--- config.mk ---
export PLATFORM = sky130hd
export DESIGN_NAME = uart_rx_flat
export DESIGN_NICKNAME = d
export VERILOG_FILES = /design/src/rtl/uart_pkg.sv /design/src/rtl/uart_rx_if.sv /design/src/rtl/uart_rx_sync.sv /design/src/rtl/uart_rx.sv /design/src/flat_wrapper.sv
export SDC_FILE = /design/constraint.sdc
export NUM_CORES = 1
export LEC_CHECK = 0
export ABC_CLOCK_PERIOD_IN_PS = 2300
export CORE_MARGIN = 3
export CORE_UTILIZATION = 57
export DETAILED_ROUTE_END_ITERATION = 8
export GPL_TIMING_DRIVEN = 0
export PLACE_DENSITY = 0.78
export SYNTH_ARGS = -nofsm -noshare
export SYNTH_HDL_FRONTEND = slang
export SYNTH_SLANG_ARGS = --single-unit
--- constraint.sdc ---
create_clock -name clk -period 2.3 [get_ports clk]
set_clock_uncertainty 0.1 [all_clocks]
set_input_delay 0.46 -clock clk [delete_from_list [all_inputs] [get_ports clk]]
set_output_delay 0.46 -clock clk [all_outputs]
set_load 0.005 [all_outputs]
--- src/rtl/uart_pkg.sv ---
// ----------------------------------------------------------------------------
// uart_pkg
// Shared UART definitions: data width, the receiver FSM state encoding
// (same encoding style as the transmitter) and the bit-period helper.
// No ports.
// ----------------------------------------------------------------------------
package uart_pkg;

    localparam int UART_DATA_W = 8;

    typedef enum logic [2:0] {
        ST_IDLE  = 3'd0,
        ST_START = 3'd1,
        ST_DATA  = 3'd2,
        ST_STOP  = 3'd3,
        ST_BREAK = 3'd4
    } rx_state_e;

    // Clocks per bit, rounded to the nearest integer.
    function automatic int bit_period(input int clk_freq, input int baud);
        return (clk_freq + baud / 2) / baud;
    endfunction

endpackage

--- src/rtl/uart_rx_if.sv ---
// ----------------------------------------------------------------------------
// uart_rx_if
// Byte-side bundle of the UART receiver.
//   data_o      received byte, stable while valid_o=1
//   valid_o     holding register full
//   ready_i     consumer accepts data_o when valid_o & ready_i
//   frame_err_o one-cycle pulse: stop bit sampled 0
//   overrun_o   one-cycle pulse: completed byte dropped, holding register full
//   busy_o      receiver FSM not idle
// master: the receiver; slave: the consumer.
// ----------------------------------------------------------------------------
interface uart_rx_if;
    import uart_pkg::*;

    logic [UART_DATA_W-1:0] data_o;
    logic                   valid_o;
    logic                   ready_i;
    logic                   frame_err_o;
    logic                   overrun_o;
    logic                   busy_o;

    modport master (
        output data_o, valid_o, frame_err_o, overrun_o, busy_o,
        input  ready_i
    );

    modport slave (
        input  data_o, valid_o, frame_err_o, overrun_o, busy_o,
        output ready_i
    );

endinterface

--- src/rtl/uart_rx_sync.sv ---
// ----------------------------------------------------------------------------
// uart_rx_sync
// Two-flop synchronizer for the asynchronous serial line. Resets to 1 (the
// idle line level) so reset never looks like a start bit.
//   clk  system clock
//   rst  synchronous active-high reset
//   d    asynchronous input
//   q    synchronized output
// ----------------------------------------------------------------------------
module uart_rx_sync
    import uart_pkg::*;
(
    input  logic clk,
    input  logic rst,
    input  logic d,
    output logic q
);

    logic meta;

    // NOTE: registered state uses non-blocking assignments so both flops
    // sample pre-edge values and the chain really is two stages deep.
    always_ff @(posedge clk) begin
        if (rst) begin
            meta <= 1'b1;
            q    <= 1'b1;
        end else begin
            meta <= d;
            q    <= meta;
        end
    end

endmodule

--- src/rtl/uart_rx.sv ---
// ----------------------------------------------------------------------------
// uart_rx
// 8N1 UART receiver, LSB first. Synchronizes rx_i, validates the start bit at
// mid-bit, shifts eight data bits, checks the stop bit and holds each good
// byte in a one-entry register under a valid/ready handshake.
//   clk     system clock
//   rst     synchronous active-high reset
//   rx_i    asynchronous serial line, idle high
//   rx_bus  uart_rx_if.master: data_o, valid_o, ready_i, frame_err_o,
//           overrun_o, busy_o
// Parameters: CLK_FREQ (Hz), BAUD_RATE (bit/s).
// Build option: UART_RX_MAJORITY_EN -- each start/data/stop decision is a
// 2-of-3 vote over the samples at point-1, point, point+1, taken one cycle
// after the nominal point.
// ----------------------------------------------------------------------------
module uart_rx
    import uart_pkg::*;
#(
    parameter int CLK_FREQ  = 100000000,
    parameter int BAUD_RATE = 1152000
) (
    input  logic       clk,
    input  logic       rst,
    input  logic       rx_i,
    uart_rx_if.master  rx_bus
);

    localparam int          BIT_PERIOD = bit_period(CLK_FREQ, BAUD_RATE);
    localparam int          HALF       = BIT_PERIOD / 2;
    localparam logic [15:0] BIT_LAST   = 16'(BIT_PERIOD - 1);
`ifdef UART_RX_MAJORITY_EN
    // The vote needs point+1, so the start decision slips one cycle; the
    // whole frame then shifts with it and data/stop keep BIT_LAST.
    localparam logic [15:0] START_PT   = 16'(HALF);
`else
    localparam logic [15:0] START_PT   = 16'(HALF - 1);
`endif

    logic rx_s;
    logic rx_bit;

    uart_rx_sync u_sync (
        .clk (clk),
        .rst (rst),
        .d   (rx_i),
        .q   (rx_s)
    );

`ifdef UART_RX_MAJORITY_EN
    logic rx_d1, rx_d2;

    always_ff @(posedge clk) begin
        if (rst) begin
            rx_d1 <= 1'b1;
            rx_d2 <= 1'b1;
        end else begin
            rx_d1 <= rx_s;
            rx_d2 <= rx_d1;
        end
    end

    assign rx_bit = (rx_d2 & rx_d1) | (rx_d2 & rx_s) | (rx_d1 & rx_s);
`else
    assign rx_bit = rx_s;
`endif

    rx_state_e              state, state_next;
    logic [15:0]            cnt, cnt_next;
    logic [2:0]             bit_idx, bit_idx_next;
    logic [UART_DATA_W-1:0] shift, shift_next;
    logic [UART_DATA_W-1:0] data_q;
    logic                   valid_q;
    logic                   ferr_q, ovr_q;
    logic                   load, ferr_set, ovr_set;

    always_ff @(posedge clk) begin
        if (rst) begin
            state   <= ST_IDLE;
            cnt     <= '0;
            bit_idx <= '0;
            shift   <= '0;
            data_q  <= '0;
            valid_q <= 1'b0;
            ferr_q  <= 1'b0;
            ovr_q   <= 1'b0;
        end else begin
            state   <= state_next;
            cnt     <= cnt_next;
            bit_idx <= bit_idx_next;
            shift   <= shift_next;
            ferr_q  <= ferr_set;
            ovr_q   <= ovr_set;
            // A reload in the accept cycle wins over the clear.
            if (load) begin
                data_q  <= shift;
                valid_q <= 1'b1;
            end else if (valid_q && rx_bus.ready_i) begin
                valid_q <= 1'b0;
            end
        end
    end

    always_comb begin
        // NOTE: every variable gets a default first, so no path through the
        // case can leave one unassigned and infer a latch.
        state_next   = state;
        cnt_next     = cnt + 16'd1;
        bit_idx_next = bit_idx;
        shift_next   = shift;
        load         = 1'b0;
        ferr_set     = 1'b0;
        ovr_set      = 1'b0;

        case (state)
            ST_IDLE: begin
                cnt_next     = '0;
                bit_idx_next = '0;
                if (!rx_s) state_next = ST_START;
            end
            ST_START: begin
                if (cnt == START_PT) begin
                    cnt_next     = '0;
                    bit_idx_next = '0;
                    // A high line at mid-start is a glitch: drop silently.
                    state_next   = rx_bit ? ST_IDLE : ST_DATA;
                end
            end
            ST_DATA: begin
                if (cnt == BIT_LAST) begin
                    cnt_next     = '0;
                    shift_next   = {rx_bit, shift[UART_DATA_W-1:1]};
                    bit_idx_next = bit_idx + 3'd1;
                    if (bit_idx == 3'd7) state_next = ST_STOP;
                end
            end
            ST_STOP: begin
                if (cnt == BIT_LAST) begin
                    cnt_next = '0;
                    if (rx_bit) begin
                        state_next = ST_IDLE;
                        if (!valid_q || rx_bus.ready_i) load    = 1'b1;
                        else                            ovr_set = 1'b1;
                    end else begin
                        ferr_set   = 1'b1;
                        state_next = ST_BREAK;
                    end
                end
            end
            ST_BREAK: begin
                // Held-low line: one frame error, then wait for idle.
                cnt_next = '0;
                if (rx_s) state_next = ST_IDLE;
            end
            default: begin
                state_next = ST_IDLE;
            end
        endcase
    end

    assign rx_bus.data_o      = data_q;
    assign rx_bus.valid_o     = valid_q;
    assign rx_bus.frame_err_o = ferr_q;
    assign rx_bus.overrun_o   = ovr_q;
    assign rx_bus.busy_o      = (state != ST_IDLE);

endmodule

--- src/flat_wrapper.sv ---
// flat-port wrapper written by rule: the top's interface ports become plain ports
module uart_rx_flat import uart_pkg::*;
#(
    parameter int CLK_FREQ  = 100000000,
    parameter int BAUD_RATE = 1152000
)
  (clk, rst, rx_i, rx_bus_data_o, rx_bus_valid_o, rx_bus_frame_err_o, rx_bus_overrun_o, rx_bus_busy_o, rx_bus_ready_i);
  uart_rx_if rx_bus_i ();
  input  logic clk;
  input  logic rst;
  input  logic rx_i;
  output wire logic [$bits(rx_bus_i.data_o)-1:0] rx_bus_data_o;
  output wire logic [$bits(rx_bus_i.valid_o)-1:0] rx_bus_valid_o;
  output wire logic [$bits(rx_bus_i.frame_err_o)-1:0] rx_bus_frame_err_o;
  output wire logic [$bits(rx_bus_i.overrun_o)-1:0] rx_bus_overrun_o;
  output wire logic [$bits(rx_bus_i.busy_o)-1:0] rx_bus_busy_o;
  input wire logic [$bits(rx_bus_i.ready_i)-1:0] rx_bus_ready_i;
  assign rx_bus_data_o = rx_bus_i.data_o;
  assign rx_bus_valid_o = rx_bus_i.valid_o;
  assign rx_bus_frame_err_o = rx_bus_i.frame_err_o;
  assign rx_bus_overrun_o = rx_bus_i.overrun_o;
  assign rx_bus_busy_o = rx_bus_i.busy_o;
  assign rx_bus_i.ready_i = rx_bus_ready_i;
  uart_rx #(.CLK_FREQ(CLK_FREQ), .BAUD_RATE(BAUD_RATE)) u_core (.clk(clk), .rst(rst), .rx_i(rx_i), .rx_bus(rx_bus_i));
endmodule
==> impl_metrics.xml, run 1 <==
<?xml version="1.0" encoding="UTF-8"?>
<metrics>
  <group name="sta">
    <metric name="number_of_endpoints_with_negative_hold_slack_in_the_final_report" unit="">0</metric>
    <metric name="timing.setup.tns" unit="ps">0</metric>
    <metric name="fin_crit" unit="ps">2230</metric>
    <metric name="maxSlewHeadroom" unit="">0.553</metric>
    <metric name="fmax" unit="GHz">0.448</metric>
    <metric name="setup_viol" unit="">0</metric>
    <metric name="drv_slew" unit="">0</metric>
    <metric name="grt_setup_unrepaired" unit="">no</metric>
    <metric name="max_slew.worst_pin.slew" unit="ps">668</metric>
    <metric name="fin_crit_sh" unit="">0.970</metric>
    <metric name="whs" unit="ps">305</metric>
  </group>
  <group name="setup_path">
    <metric name="timing.critical_path.cells" unit="">buf_2 -&gt; or3_1 -&gt; clkdlybuf4s50_1</metric>
    <metric name="cp_num_buf_inv" unit="">2</metric>
    <metric name="critPathArrivalTime" unit="ps">1670</metric>
    <metric name="timing.critical_path.fanout_max" unit="">10</metric>
    <metric name="cp.required" unit="ps">1740</metric>
    <metric name="timing.setup.critical_path_class" unit="">flip-flop to primary output</metric>
    <metric name="cpLargestDelayFamily" unit="">buffers and inverters</metric>
    <metric name="critical_path.endpoint_type" unit="">primary output</metric>
    <metric name="critical_path.startpoint_type" unit="">flip-flop</metric>
    <metric name="crit_path_max_incr_delay" unit="ps">440</metric>
    <metric name="crit_slowest_cell" unit="">sky130_fd_sc_hd__clkdlybuf4s50_1</metric>
  </group>
  <group name="synthesis">
    <metric name="yosysWarnings" unit="">0</metric>
    <metric name="postSynthRegisterBits" unit="">43</metric>
    <metric name="avgSynthCellArea" unit="sq um">8.85</metric>
    <metric name="synth_ff_type" unit="">sky130_fd_sc_hd__dfxtp_1</metric>
    <metric name="netlist_top_cells_area" unit="">sky130_fd_sc_hd__dfxtp_1 42%, sky130_fd_sc_hd__nand4_1 5.1%, sky130_fd_sc_hd__a21oi_1 4.8%, sky130_fd_sc_hd__nor3_1 4.3%, sky130_fd_sc_hd__nand3_1 3.6%</metric>
    <metric name="unique_cell_type_count_in_the_yosys_netlist" unit="">42</metric>
    <metric name="ranking_of_synthesized_cells_by_instance_count" unit="">43 x sky130_fd_sc_hd__dfxtp_1, 20 x sky130_fd_sc_hd__a21oi_1, 18 x sky130_fd_sc_hd__nor3_1</metric>
    <metric name="asyncSetResetFlopFracSynth" unit="">0</metric>
    <metric name="area_of_the_mapped_netlist" unit="sq mm">0.00207</metric>
    <metric name="post-synth-top-area-fraction" unit="">0.415</metric>
    <metric name="yosys.cell_count.top_type" unit="">sky130_fd_sc_hd__dfxtp_1</metric>
    <metric name="ys_seq_area_frac" unit="">0.415</metric>
    <metric name="yosys.area.top_type" unit="">sky130_fd_sc_hd__dfxtp_1</metric>
    <metric name="edff_count_synth" unit="">0</metric>
    <metric name="mapped_cells" unit="">234</metric>
    <metric name="synth_nets" unit="">243</metric>
  </group>
  <group name="clock_network">
    <metric name="post-cts-setup-buffers" unit="">0</metric>
    <metric name="clock_slew_at_the_register_clock_pins_of_the_worst_setup_and_hold_paths" unit="ps">140</metric>
    <metric name="clock_sinks" unit="">43</metric>
    <metric name="cts_buffer_depth" unit="">2</metric>
    <metric name="cts-htree-levels" unit="">2</metric>
    <metric name="ctsRootBufferMaster" unit="">sky130_fd_sc_hd__clkbuf_4</metric>
    <metric name="clock_insertion_delay_worst_skew" unit="ps">360</metric>
    <metric name="tritoncts_clock_tree" unit="">built</metric>
    <metric name="cts.hold.buffers_added" unit="">0</metric>
    <metric name="cts_buffers" unit="">5</metric>
    <metric name="post_cts_resize_count" unit="">0</metric>
  </group>
  <group name="layout">
    <metric name="fin_nets" unit="">264</metric>
    <metric name="area_delta_synth_final" unit="%">12.9</metric>
    <metric name="utilization" unit="">0.685</metric>
    <metric name="share_of_post_route_cells_with_drive_strength_above_1" unit="">0.0977</metric>
    <metric name="finalNonFillerCells" unit="">302</metric>
    <metric name="n_antenna_cell" unit="">0</metric>
  </group>
  <group name="global_route">
    <metric name="grt_usage" unit="">0.228</metric>
    <metric name="antenna_violations_before_repair" unit="">0</metric>
    <metric name="first_global_vias" unit="">1650</metric>
    <metric name="grt_overflow" unit="">0</metric>
    <metric name="global_route_wire_length_before_repair" unit="um">7810</metric>
    <metric name="grt_max_degree" unit="">16</metric>
  </group>
  <group name="drt">
    <metric name="postRouteAntennaNets" unit="">0</metric>
    <metric name="wl_per_cell" unit="um">14.5</metric>
    <metric name="drt_drc_violations_left" unit="">0</metric>
    <metric name="routed_wl" unit="um">4370</metric>
    <metric name="drt_iter0_markers" unit="">166</metric>
    <metric name="avgViaCountPerCell" unit="">5.91</metric>
    <metric name="drt-pass1-iter-count" unit="">4</metric>
    <metric name="routed-via-count" unit="">1786</metric>
  </group>
  <group name="power">
    <metric name="pd_cells" unit="mW/mm^2">502</metric>
    <metric name="irDropWorstVdd" unit="V">0.000506</metric>
    <metric name="power.leakage" unit="nW">0.759</metric>
    <metric name="totalPowerFinal" unit="W">0.00118</metric>
  </group>
  <group name="placed_design">
    <metric name="dp.cells" unit="">295</metric>
    <metric name="post_dp_hpwl" unit="um">3110</metric>
    <metric name="globalplace.congestion" unit="">0.893</metric>
    <metric name="placement.io_buffers" unit="">15</metric>
  </group>
  <group name="floorplan">
    <metric name="floorplan.core_area" unit="sq mm">0.00342</metric>
    <metric name="floorplan.initialDensity" unit="">0.607</metric>
    <metric name="number_of_ports_placed_on_the_die_boundary" unit="">16</metric>
    <metric name="overall_die_area" unit="sq mm">0.00439</metric>
    <metric name="num_rows" unit="">21</metric>
    <metric name="die_w" unit="um">66.3</metric>
    <metric name="die_h" unit="um">66.3</metric>
  </group>
  <group name="hold_path">
    <metric name="worst_min_path_class" unit="">flip-flop to flip-flop</metric>
  </group>
  <group name="job">
    <metric name="max_cap_viol_count" unit="">0</metric>
  </group>
  <group name="outcome">
    <metric name="result_of_the_run" unit="">finished clean</metric>
  </group>
</metrics>
cell usage in the layout, fill, tap and decap left out, types with 4 or more instances in the layout:
cell and instances:
sky130_fd_sc_hd__nor2_1 7, sky130_fd_sc_hd__a21oi_1 20, sky130_fd_sc_hd__ha_1 5, sky130_fd_sc_hd__clkbuf_1 7, sky130_fd_sc_hd__o21ai_0 12, sky130_fd_sc_hd__nor3_1 18
sky130_fd_sc_hd__nor2b_1 4, sky130_fd_sc_hd__nand2_1 6, sky130_fd_sc_hd__o31ai_1 8, sky130_fd_sc_hd__clkbuf_4 5, sky130_fd_sc_hd__nor4_1 7, sky130_fd_sc_hd__inv_1 6
sky130_fd_sc_hd__nand3_1 15, sky130_fd_sc_hd__clkdlybuf4s50_1 15, sky130_fd_sc_hd__nand4_1 17, sky130_fd_sc_hd__dfxtp_1 43, sky130_fd_sc_hd__xor2_1 8, sky130_fd_sc_hd__buf_2 4
sky130_fd_sc_hd__xnor2_1 6
layout make-up:
type	count	area (sq um)
repair buffers	15	150
well taps	46	57.6
plain buffers	16	83.8
flip-flops and latches	43	861
fillers	287	1080
multi-input cells	168	1100
clock buffers	5	37.5
inverters	6	22.5
clock inverters	3	25.0
path summary, 6_finish.rpt:
check	startpoint	endpoint	slack, ps	depth (start not counted)
worst min-delay path	u_core.u_sync.meta	u_core.u_sync.q	310	1
worst max-delay path	u_core.state[2]	rx_bus_busy_o	70	3
worst max register to register	u_core.cnt[1]	u_core.bit_idx[0]	200	6
worst min register to register	u_core.u_sync.meta	u_core.u_sync.q	310	1
power breakdown:
part	switching (W)	internal [W]
clock network	0.000264	0.000123
registers	0.00000538	0.000748
logic	0.0000208	0.0000139
total	0.000290	0.000885
metal layers:
layer	global-route usage	part of all wire
met1	0.339	0.50
met2	0.326	0.45
met3	0.0374	0.036
met4	0.0863	0.016
met5	0	0
stage by stage:
stage	cell area (sq um)	setup WS [ps]
6_report	2340	68.4
5_1_grt	2340	23.4
4_1_cts	2340	41.4
3_5_place_dp	2280	104
3_3_place_gp	2280	92.2
2_1_floorplan	2070	581
kinds of logic after synthesis:
group                      Yosys count  synth area share
and+or+nand+nor                     98             0.289
AOI/OAI and AO/OA                   51             0.153
DFF                                 43             0.415
buffers and inverters               23            0.0531
xor gates and xnor gates            14            0.0592
adders and majority gates            5            0.0302
flip-flops by register name, summed over array words and instances (netlist names):
name,cells
u_core.cnt,16
u_core.rx_bus.data_o,8
u_core.shift,8
u_core.bit_idx,3
u_core.state,3
u_core.rx_bus.frame_err_o,1
u_core.rx_bus.overrun_o,1
u_core.rx_bus.valid_o,1
u_core.u_sync.meta,1
u_core.u_sync.q,1
(Power assumes the default switching activity.)
==> inputs of run 2 (changes only) <==
--- a/config.mk
+++ b/config.mk
@@ -10,7 +10,8 @@
 export CORE_UTILIZATION = 57
 export DETAILED_ROUTE_END_ITERATION = 8
 export GPL_TIMING_DRIVEN = 0
-export PLACE_DENSITY = 0.78
+export PLACE_DENSITY = 0.83
+export SKIP_LAST_GASP = 1
 export SYNTH_ARGS = -nofsm -noshare
 export SYNTH_HDL_FRONTEND = slang
 export SYNTH_SLANG_ARGS = --single-unit
==> run 2 against run 1 <==
Compared with the run above: fmax hardly changed; sequential power hardly changed; die area stayed put; sequential cell count stayed put; clock power is 49% higher; cell count stayed put; worst setup slack hardly changed; non-clock buffer count stayed put; combinational power hardly changed; core utilization is 1.1 points higher; register-to-register slack better by 70 ps.
==> impl_metrics.xml, run 2 (synthesis results as in run 1) <==
<?xml version="1.0" encoding="UTF-8"?>
<metrics>
  <group name="setup_path">
    <metric name="timing.critical_path.cells" unit="">buf_2 -&gt; or3_1 -&gt; clkdlybuf4s50_1</metric>
    <metric name="cp_num_buf_inv" unit="">2</metric>
    <metric name="timing.setup.critical_path_class" unit="">flip-flop to primary output</metric>
    <metric name="critPathArrivalTime" unit="ps">1670</metric>
    <metric name="crit_path_max_incr_delay" unit="ps">440</metric>
    <metric name="cpLargestDelayFamily" unit="">buffers and inverters</metric>
    <metric name="crit_slowest_cell" unit="">sky130_fd_sc_hd__clkdlybuf4s50_1</metric>
    <metric name="critical_path.endpoint_type" unit="">primary output</metric>
    <metric name="critical_path.startpoint_type" unit="">flip-flop</metric>
    <metric name="cp.required" unit="ps">1740</metric>
    <metric name="timing.critical_path.fanout_max" unit="">10</metric>
  </group>
  <group name="drt">
    <metric name="postRouteAntennaNets" unit="">0</metric>
    <metric name="routed-via-count" unit="">1841</metric>
    <metric name="drt-pass1-iter-count" unit="">4</metric>
    <metric name="avgViaCountPerCell" unit="">6.10</metric>
    <metric name="wl_per_cell" unit="um">14.6</metric>
    <metric name="routed_wl" unit="um">4420</metric>
    <metric name="drt_iter0_markers" unit="">217</metric>
    <metric name="drt_drc_violations_left" unit="">0</metric>
  </group>
  <group name="clock_network">
    <metric name="clock_insertion_delay_worst_skew" unit="ps">360</metric>
    <metric name="post-cts-setup-buffers" unit="">0</metric>
    <metric name="ctsRootBufferMaster" unit="">sky130_fd_sc_hd__clkbuf_4</metric>
    <metric name="cts_buffers" unit="">5</metric>
    <metric name="cts.hold.buffers_added" unit="">0</metric>
    <metric name="clock_sinks" unit="">43</metric>
    <metric name="tritoncts_clock_tree" unit="">built</metric>
    <metric name="clock_slew_at_the_register_clock_pins_of_the_worst_setup_and_hold_paths" unit="ps">130</metric>
    <metric name="post_cts_resize_count" unit="">0</metric>
    <metric name="cts_buffer_depth" unit="">2</metric>
    <metric name="cts-htree-levels" unit="">2</metric>
  </group>
  <group name="power">
    <metric name="netSwitchingFraction" unit="">0.194</metric>
    <metric name="irDropWorstVdd" unit="V">0.000561</metric>
    <metric name="total_switching_power" unit="W">0.000265</metric>
    <metric name="cellInternalPower" unit="W">0.00110</metric>
    <metric name="power_frac_comb" unit="">0.026</metric>
    <metric name="pd_cells" unit="mW/mm^2">575</metric>
    <metric name="power.leakage" unit="nW">0.780</metric>
    <metric name="totalPowerFinal" unit="W">0.00137</metric>
    <metric name="p_seq_frac" unit="">0.551</metric>
    <metric name="pwr-share-clk" unit="">0.423</metric>
  </group>
  <group name="layout">
    <metric name="top_register" unit="">u_core.cnt</metric>
    <metric name="fin_nets" unit="">264</metric>
    <metric name="layout.cells.most_common" unit="">sky130_fd_sc_hd__dfxtp_1</metric>
    <metric name="n_antenna_cell" unit="">0</metric>
    <metric name="area_delta_synth_final" unit="%">14.7</metric>
    <metric name="layout.cells.most_common_list" unit="">43 x sky130_fd_sc_hd__dfxtp_1, 20 x sky130_fd_sc_hd__a21oi_1, 18 x sky130_fd_sc_hd__nor3_1</metric>
    <metric name="fillers" unit="">280</metric>
    <metric name="utilization" unit="">0.696</metric>
    <metric name="largest_register_ff_count" unit="">16</metric>
    <metric name="share_of_post_route_cells_with_drive_strength_above_1" unit="">0.0938</metric>
  </group>
  <group name="global_route">
    <metric name="global_route_wire_length_before_repair" unit="um">7360</metric>
    <metric name="grt_overflow" unit="">0</metric>
    <metric name="antenna_violations_before_repair" unit="">0</metric>
    <metric name="grt_usage" unit="">0.218</metric>
    <metric name="first_global_vias" unit="">1612</metric>
    <metric name="grt_max_degree" unit="">14</metric>
  </group>
  <group name="sta">
    <metric name="max_slew.worst_pin.slew" unit="ps">630</metric>
    <metric name="maxSlewHeadroom" unit="">0.579</metric>
    <metric name="grt_setup_unrepaired" unit="">no</metric>
    <metric name="fin_crit" unit="ps">2230</metric>
    <metric name="fin_crit_sh" unit="">0.970</metric>
    <metric name="fmax" unit="GHz">0.448</metric>
    <metric name="setup_viol" unit="">0</metric>
    <metric name="number_of_endpoints_with_negative_hold_slack_in_the_final_report" unit="">0</metric>
    <metric name="timing.setup.tns" unit="ps">0</metric>
    <metric name="drv_slew" unit="">0</metric>
  </group>
  <group name="outcome">
    <metric name="result_of_the_run" unit="">finished clean</metric>
  </group>
  <group name="floorplan">
    <metric name="die_h" unit="um">66.3</metric>
    <metric name="floorplan.initialDensity" unit="">0.607</metric>
    <metric name="die_w" unit="um">66.3</metric>
    <metric name="floorplan.core_area" unit="sq mm">0.00342</metric>
    <metric name="number_of_ports_placed_on_the_die_boundary" unit="">16</metric>
    <metric name="num_rows" unit="">21</metric>
    <metric name="overall_die_area" unit="sq mm">0.00439</metric>
  </group>
  <group name="job">
    <metric name="max_cap_viol_count" unit="">0</metric>
  </group>
  <group name="placed_design">
    <metric name="globalplace.congestion" unit="">0.865</metric>
    <metric name="placement.io_buffers" unit="">15</metric>
    <metric name="post_dp_hpwl" unit="um">3140</metric>
  </group>
  <group name="hold_path">
    <metric name="worst_min_path_class" unit="">flip-flop to flip-flop</metric>
  </group>
</metrics>
## run 2: changes by cell type in the layout (fill, tap and decap cells not counted)
cell | previous run | this run
sky130_fd_sc_hd__bufinv_16 | 0 | 2
sky130_fd_sc_hd__clkinv_4 | 2 | 0
sky130_fd_sc_hd__clkbuf_1 | 7 | 8
sky130_fd_sc_hd__clkinvlp_4 | 1 | 0
## run 2: path summary, 6_finish.rpt
check	slack [ps]	cells after the start	startpoint	to
min reg2reg	320	1	u_core.u_sync.meta	u_core.u_sync.q
max	70	3	u_core.state[2]	rx_bus_busy_o
min	320	1	u_core.u_sync.meta	u_core.u_sync.q
max reg2reg	270	6	u_core.cnt[1]	u_core.bit_idx[0]
## run 2: stage by stage
step / cell area, sq um / worst slack, ps / hold WS (ps) / instances
6_report: 2380 / 68.0 / 322 / 302
3_5_place_dp: 2280 / 132 / 293 / 295
5_1_grt: 2380 / 21.0 / 338 / 302
4_1_cts: 2380 / 45.1 / 323 / 303
3_3_place_gp: 2280 / 113 / 293 / 295
2_1_floorplan: 2070 / 581 / 289 / 234
## run 2: power groups by stage
stage	registers (W)	logic (W)	clock network, W
after CTS	0.000751	0.0000375	0.000585
after global placement	0.000767	0.0000369	0
after floorplan	0.000767	0.0000231	0
after global routing	0.000754	0.0000381	0.000618
after detailed placement	0.000768	0.0000373	0
final	0.000753	0.0000349	0.000578
## run 2: final cells by class
| cell class | count | area (sq um) | area share |
|---|---|---|---|
| inverters | 6 | 22.5 | 0.00947 |
| multi-input cells | 168 | 1100 | 0.463 |
| clock inverters | 2 | 60.1 | 0.0253 |
| plain buffers | 16 | 83.8 | 0.0353 |
| clock buffers | 6 | 41.3 | 0.0174 |
| flip-flops and latches | 43 | 861 | 0.362 |
| repair buffers | 15 | 150 | 0.0632 |
| well taps | 46 | 57.6 | 0.0242 |
## run 2: per-layer routing
layer,vias up,GRT usage,wire (um)
li1,910,-,-
met1,876,0.295,2110
met2,50,0.331,2000
met3,5,0.0544,251
met4,0,0.0838,65
met5,-,0,0
## run 2: worst reg2reg max path, stage by stage (launching register included)
cell and delay [ps]:
sky130_fd_sc_hd__dfxtp_1 440, sky130_fd_sc_hd__ha_1 210, sky130_fd_sc_hd__nor4bb_1 280, sky130_fd_sc_hd__nand4b_1 220
sky130_fd_sc_hd__buf_2 260, sky130_fd_sc_hd__a21oi_1 280, sky130_fd_sc_hd__o21ai_0 120
